File: src/rtl/mem_arbiter_pkg.sv
// mem_arbiter_pkg: shared types for the fetch/data unified-memory arbiter
package mem_arbiter_pkg;
  localparam int CMD_XLEN = 32;
  localparam int CMD_ADDR_W = 32;
  typedef enum logic {IDLE, RD_WAIT} arb_state_t;
  typedef enum logic {OWN_I, OWN_D} arb_owner_t;
  typedef struct packed {
    logic we;
    logic [CMD_ADDR_W-1:0] addr;
    logic [CMD_XLEN-1:0] wdata;
    logic [CMD_XLEN/8-1:0] be;
  } mem_cmd_t;
endpackage

File: src/rtl/mem_arb_pick.sv
// mem_arb_pick: fetch/data priority with starvation override and command mux
module mem_arb_pick
  import mem_arbiter_pkg::*;
#(
  parameter int STARVE_LIMIT = 4,
  parameter int CNT_W = $clog2(STARVE_LIMIT + 1)
) (
  input  logic                  win,
  input  logic                  i_req,
  input  logic [CMD_ADDR_W-1:0] i_addr,
  input  logic                  d_req,
  input  mem_cmd_t              d_cmd,
  input  logic [CNT_W-1:0]      starve_cnt,
  output logic                  pick_i,
  output logic                  pick_d,
  output mem_cmd_t              cmd
);
  always_comb begin
    pick_i = win & i_req & ((starve_cnt == CNT_W'(STARVE_LIMIT)) | ~d_req);
    pick_d = win & d_req & ~pick_i;
    cmd = pick_i ? mem_cmd_t'{we: 1'b0, addr: i_addr, wdata: '0, be: '1} : d_cmd;
  end
endmodule

File: src/rtl/mem_arbiter.sv
// mem_arbiter: shares one single-port memory between fetch and data ports, one transaction at a time
module mem_arbiter
  import mem_arbiter_pkg::*;
#(
  parameter int XLEN = CMD_XLEN,
  parameter int ADDR_W = CMD_ADDR_W,
  parameter int STARVE_LIMIT = 4
) (
  input  logic              clk,
  input  logic              reset,
  input  logic              i_req,
  input  logic [ADDR_W-1:0] i_addr,
  output logic              i_gnt,
  output logic              i_rvalid,
  output logic [XLEN-1:0]   i_rdata,
  input  logic              d_req,
  input  logic              d_we,
  input  logic [ADDR_W-1:0] d_addr,
  input  logic [XLEN-1:0]   d_wdata,
  input  logic [XLEN/8-1:0] d_be,
  output logic              d_gnt,
  output logic              d_rvalid,
  output logic [XLEN-1:0]   d_rdata,
  output logic              mem_req,
  output logic              mem_we,
  output logic [ADDR_W-1:0] mem_addr,
  output logic [XLEN-1:0]   mem_wdata,
  output logic [XLEN/8-1:0] mem_be,
  input  logic              mem_ready,
  input  logic              mem_rvalid,
  input  logic [XLEN-1:0]   mem_rdata
);
  localparam int CNT_W = $clog2(STARVE_LIMIT + 1);
  arb_state_t state, state_n;
  arb_owner_t owner, owner_n;
  logic [CNT_W-1:0] starve_cnt, starve_n;
  logic win, rd_done, pick_i, pick_d;
  mem_cmd_t cmd;
  assign rd_done = reset & (state == RD_WAIT) & mem_rvalid;
  assign win = reset & ((state == IDLE) | mem_rvalid);
  mem_arb_pick #(.STARVE_LIMIT(STARVE_LIMIT), .CNT_W(CNT_W)) u_pick (
    .win(win),
    .i_req(i_req),
    .i_addr(i_addr),
    .d_req(d_req),
    .d_cmd(mem_cmd_t'{we: d_we, addr: d_addr, wdata: d_wdata, be: d_be}),
    .starve_cnt(starve_cnt),
    .pick_i(pick_i),
    .pick_d(pick_d),
    .cmd(cmd)
  );
  always_comb begin
    mem_req = pick_i | pick_d;
    mem_we = cmd.we;
    mem_addr = cmd.addr;
    mem_wdata = cmd.wdata;
    mem_be = cmd.be;
    i_gnt = pick_i & mem_ready;
    d_gnt = pick_d & mem_ready;
    i_rvalid = rd_done & (owner == OWN_I);
    d_rvalid = rd_done & (owner == OWN_D);
    i_rdata = mem_rdata;
    d_rdata = mem_rdata;
    state_n = (i_gnt | d_gnt) ? (cmd.we ? IDLE : RD_WAIT) : (rd_done ? IDLE : state);
    owner_n = ((i_gnt | d_gnt) & ~cmd.we) ? (pick_i ? OWN_I : OWN_D) : owner;
    starve_n = (i_gnt | ~i_req) ? '0 :
               (d_gnt & (starve_cnt != CNT_W'(STARVE_LIMIT))) ? starve_cnt + 1'b1 : starve_cnt;
  end
  always_ff @(posedge clk) begin
    if (!reset) begin
      state <= IDLE;
      owner <= OWN_D;
      starve_cnt <= '0;
    end else begin
      state <= state_n;
      owner <= owner_n;
      starve_cnt <= starve_n;
    end
  end
endmodule

File: config.mk
export PLATFORM = sky130hd
export DESIGN_NAME = mem_arbiter
export DESIGN_NICKNAME = d
export VERILOG_FILES = /design/src/rtl/mem_arbiter_pkg.sv /design/src/rtl/mem_arb_pick.sv /design/src/rtl/mem_arbiter.sv
export SDC_FILE = /design/constraint.sdc
export NUM_CORES = 1
export LEC_CHECK = 0
export CORE_AREA = 2 2 106 108
export DETAILED_ROUTE_END_ITERATION = 8
export DIE_AREA = 0 0 108 110
export PLACE_DENSITY = 0.64
export SETUP_SLACK_MARGIN = 0.5
export SLEW_MARGIN = 5
export SYNTH_ARGS = -nofsm -noshare
export SYNTH_HDL_FRONTEND = slang
export SYNTH_SLANG_ARGS = --single-unit
File: constraint.sdc
create_clock -name clk -period 3.84 [get_ports clk]
set_input_delay 0.768 -clock clk [delete_from_list [all_inputs] [get_ports clk]]
set_output_delay 0.768 -clock clk [all_outputs]
set_load 0.02 [all_outputs]
==> reports/metrics.yaml <==
clock_tree:
  cts_max_path_buffers: 2
  cts_root_buf: "clkbuf_8"
  clock_latency_ps: 230
  cts_tree: "built"
  ctsHoldBuffers: 0
  cts.sinks: 5
  cts_buffers: 3
  clk_pin_slew_worst_paths_ps: 30
  htree_levels: 1
power_and_ir_drop:
  p_switching_uw: 170.8
  power_frac_comb_pct: 69.5
  ir_drop_uv: 126.8
  power_leakage_uw: 0.001438
  pwr-share-seq_pct: 10.6
  powerDensity_mw_per_mm2: 158.3
  switching_share_pct: 33.54
  pwr-share-clk_pct: 20.0
  internal-power_uw: 338.5
floorplan:
  start_util_pct: 15.01
  row_count: 38
  design.portCount: 277
  die_area_mm2: 0.01188
  die_w_um: 108
  die_h_um: 110
  core_mm2: 0.01070
job:
  maxCapViolCount: 0
cells_and_area:
  fin_cells: 451
  nNetsFinal: 453
  antenna_cells: 0
  drive_gt1_share_pct: 29.26
  areaGrowthSynthToFinish_pct: 100.4
worst_setup_path:
  cp_cell_sequence: "clkdlybuf4s50_1 -> nor2b_2 -> nor2_8 -> buf_4 -> clkbuf_16 -> or2_2 -> dlygate4sd2_1"
  arrival_ps: 2480
  path_class: "in2out"
  critPathRequiredTime_ps: 3070
  critPathMaxStageDelay_ps: 450
  rr_worst_depth: 6
  crit_end: "mem_be[0]"
  crit_family: "buffers and inverters"
  cp-startpoint: "mem_rvalid"
  reg2reg_from: "starve_cnt[0]"
  r2r_slack_ps: 2500
  worstReg2RegEnd: "owner"
  crit_fanout: 10
  slowest_stage: "clkdlybuf4s50_1"
  end_kind: "primary output"
  startpoint_type: "input pin"
  cp_num_cells: 7
  cp_num_buf_inv: 4
synthesis:
  synth_edf_count: 0
  synth_top_area_share_pct: 29.93
  async_flop_share_pct: 0
  synth.avg_cell_area_um2: 8.869
  yosysSeqAreaShare_pct: 6.235
  yosys-top-cells-area: "buf_4 30%, mux2_4 28%, nor2b_1 13%"
  syn_inst: 181
  yosys.cell_types.count: 27
  yosysWarnings: 0
  ys_ff_latch: 5
  synth_top_area_cell: "buf_4"
  netlist_area_mm2: 0.001605
  ys.flop_type: "dfxtp_1"
  synth_fp_nets: 322
global_route:
  grt_max_degree: 21
  grt_overflow: 0
  grt_pass1_vias: 1594
  grt_pass1_wl_um: 8211
  antenna_found_initial: 0
  track_usage_pct: 8.860
timing:
  period_minus_slack_ps: 3249
  worst_slew_pin_slew_ps: 261.5
  finalClockSkew_ps: 4.826
  hold_viol: 0
  setup_ws_ps: 590.8
  fin_tns_setup_ps: 0
  timing.final.max_slew_violations: 0
  timing.fmax_ghz: 0.3078
  max_slew_margin_pct: 82.64
  whs_ps: 541.4
  finalSetupViolCount: 0
  finalCritPeriodShare_pct: 84.61
  rsz0062_at_grt: "no"
detailed_routing:
  antenna_left: 0
  viasPerCell: 3.634
  vias: 1639
  first_pass_iters: 4
  drt_iter0_markers: 26
  route.detailed.drc: 0
  wl_um: 6360
  routedWlPerCell_um: 14.10
place:
  dp_cells: 434
  place_ws_ps: 173.2
  gp_congestion: 0.7343
  dp_hpwl_um: 4996
  portBuffers: 180
status:
  outcome: "finished, final reports clean"
hold_path:
  hold_class: "reg2reg"
-- area by class of cell --
cell class	instances	area, um^2
timing repair buffer	197	1948
sequential	5	100.1
clock buffer	4	45.04
tap	140	175.2
fill	1149	7481
inverter	3	11.26
multi-input combinational	102	937.1
-- flip-flops by register name, summed over array words and instances (netlist names) --
| name | count |
|---|---|
| owner | 1 |
| state | 1 |
| starve_cnt | 3 |
-- power by group through the flow --
stage | Sequential (uW) | Combinational (uW) | Clock (uW)
2_1_floorplan | 54.5 | 251 | 0
3_3_place_gp | 54.6 | 366 | 0
3_5_place_dp | 54.7 | 369 | 0
4_1_cts | 53.9 | 345 | 105
5_1_grt | 54.0 | 375 | 108
6_report | 53.8 | 354 | 102
-- Yosys cell counts, drive strengths merged, types with 3 or more instances --
master	n
nand2	3
mux2	32
nor2	8
dfxtp	5
inv	3
or2	5
buf	71
nand2b	3
nor2b	34
-- timing repair --
item,in CTS,in global routing
setup endpoints to repair,70,48
cloned,3,3
buffers inserted,1,6
resized for setup,93,83
pin swaps,1,3
-- worst reg2reg max path: stages (launching register included) --
cell and delay (ps):
dfxtp_1 310, inv_1 80, ha_1 220, a21boi_2 80
or2_4 290, nor2_1 150, o21ai_0 100
-- how the worst min path moves through the flow --
stage                              from            end  slack (ps)  depth (start not counted)
after floorplan           starve_cnt[1]  starve_cnt[1]         490                          2
after global routing      starve_cnt[1]  starve_cnt[1]         600                          2
after CTS                 starve_cnt[1]  starve_cnt[1]         560                          2
after global placement    starve_cnt[1]  starve_cnt[1]         500                          2
final                     starve_cnt[1]  starve_cnt[1]         540                          2
after detailed placement  starve_cnt[1]  starve_cnt[1]         550                          2
-- layer usage --
metal | vias up | track usage [%] | part of all wire [%]
li1 | 785 | - | -
met1 | 710 | 8.421 | 32
met2 | 135 | 16.80 | 51
met3 | 9 | 4.938 | 16
met4 | 0 | 1.740 | 0.57
met5 | - | 0 | 0
-- cell usage in the layout, fill, tap and decap left out, types with 4 or more instances in the layout --
cell             instances
dfxtp_1                  5
clkbuf_2                24
buf_4                    5
or2_2                    4
buf_12                   5
mux2_4                  31
nor2_1                   7
buf_2                    7
dlymetal6s2s_1           4
dlygate4sd2_1           17
clkdlybuf4s50_1        106
nor2b_1                 33
clkdlybuf4s15_1         21
-- per-stage QoR --
step	util, %	power (uW)	instance area, um^2
2_1_floorplan	-	305.6	1605
3_3_place_gp	28.70	421.0	3070
3_5_place_dp	28.70	423.9	3070
4_1_cts	29.11	503.6	3114
5_1_grt	30.07	537.6	3217
6_report	30.07	509.3	3217
-- logic make-up (layout without fill, tap and decap cells) --
kind of cell | Yosys count | after routing | share of synthesized area [%]
muxes | 34 | 34 | 30.71
DFF | 5 | 5 | 6.236
xor gates and xnor gates | 1 | 1 | 0.5457
adders and majority gates | 2 | 2 | 1.559
buffers and inverters | 74 | 204 | 36.01
AOI/OAI and AO/OA | 7 | 7 | 3.041
and+or+nand+nor | 58 | 58 | 21.90
No activity file was read; power rests on OpenSTA's default activity.
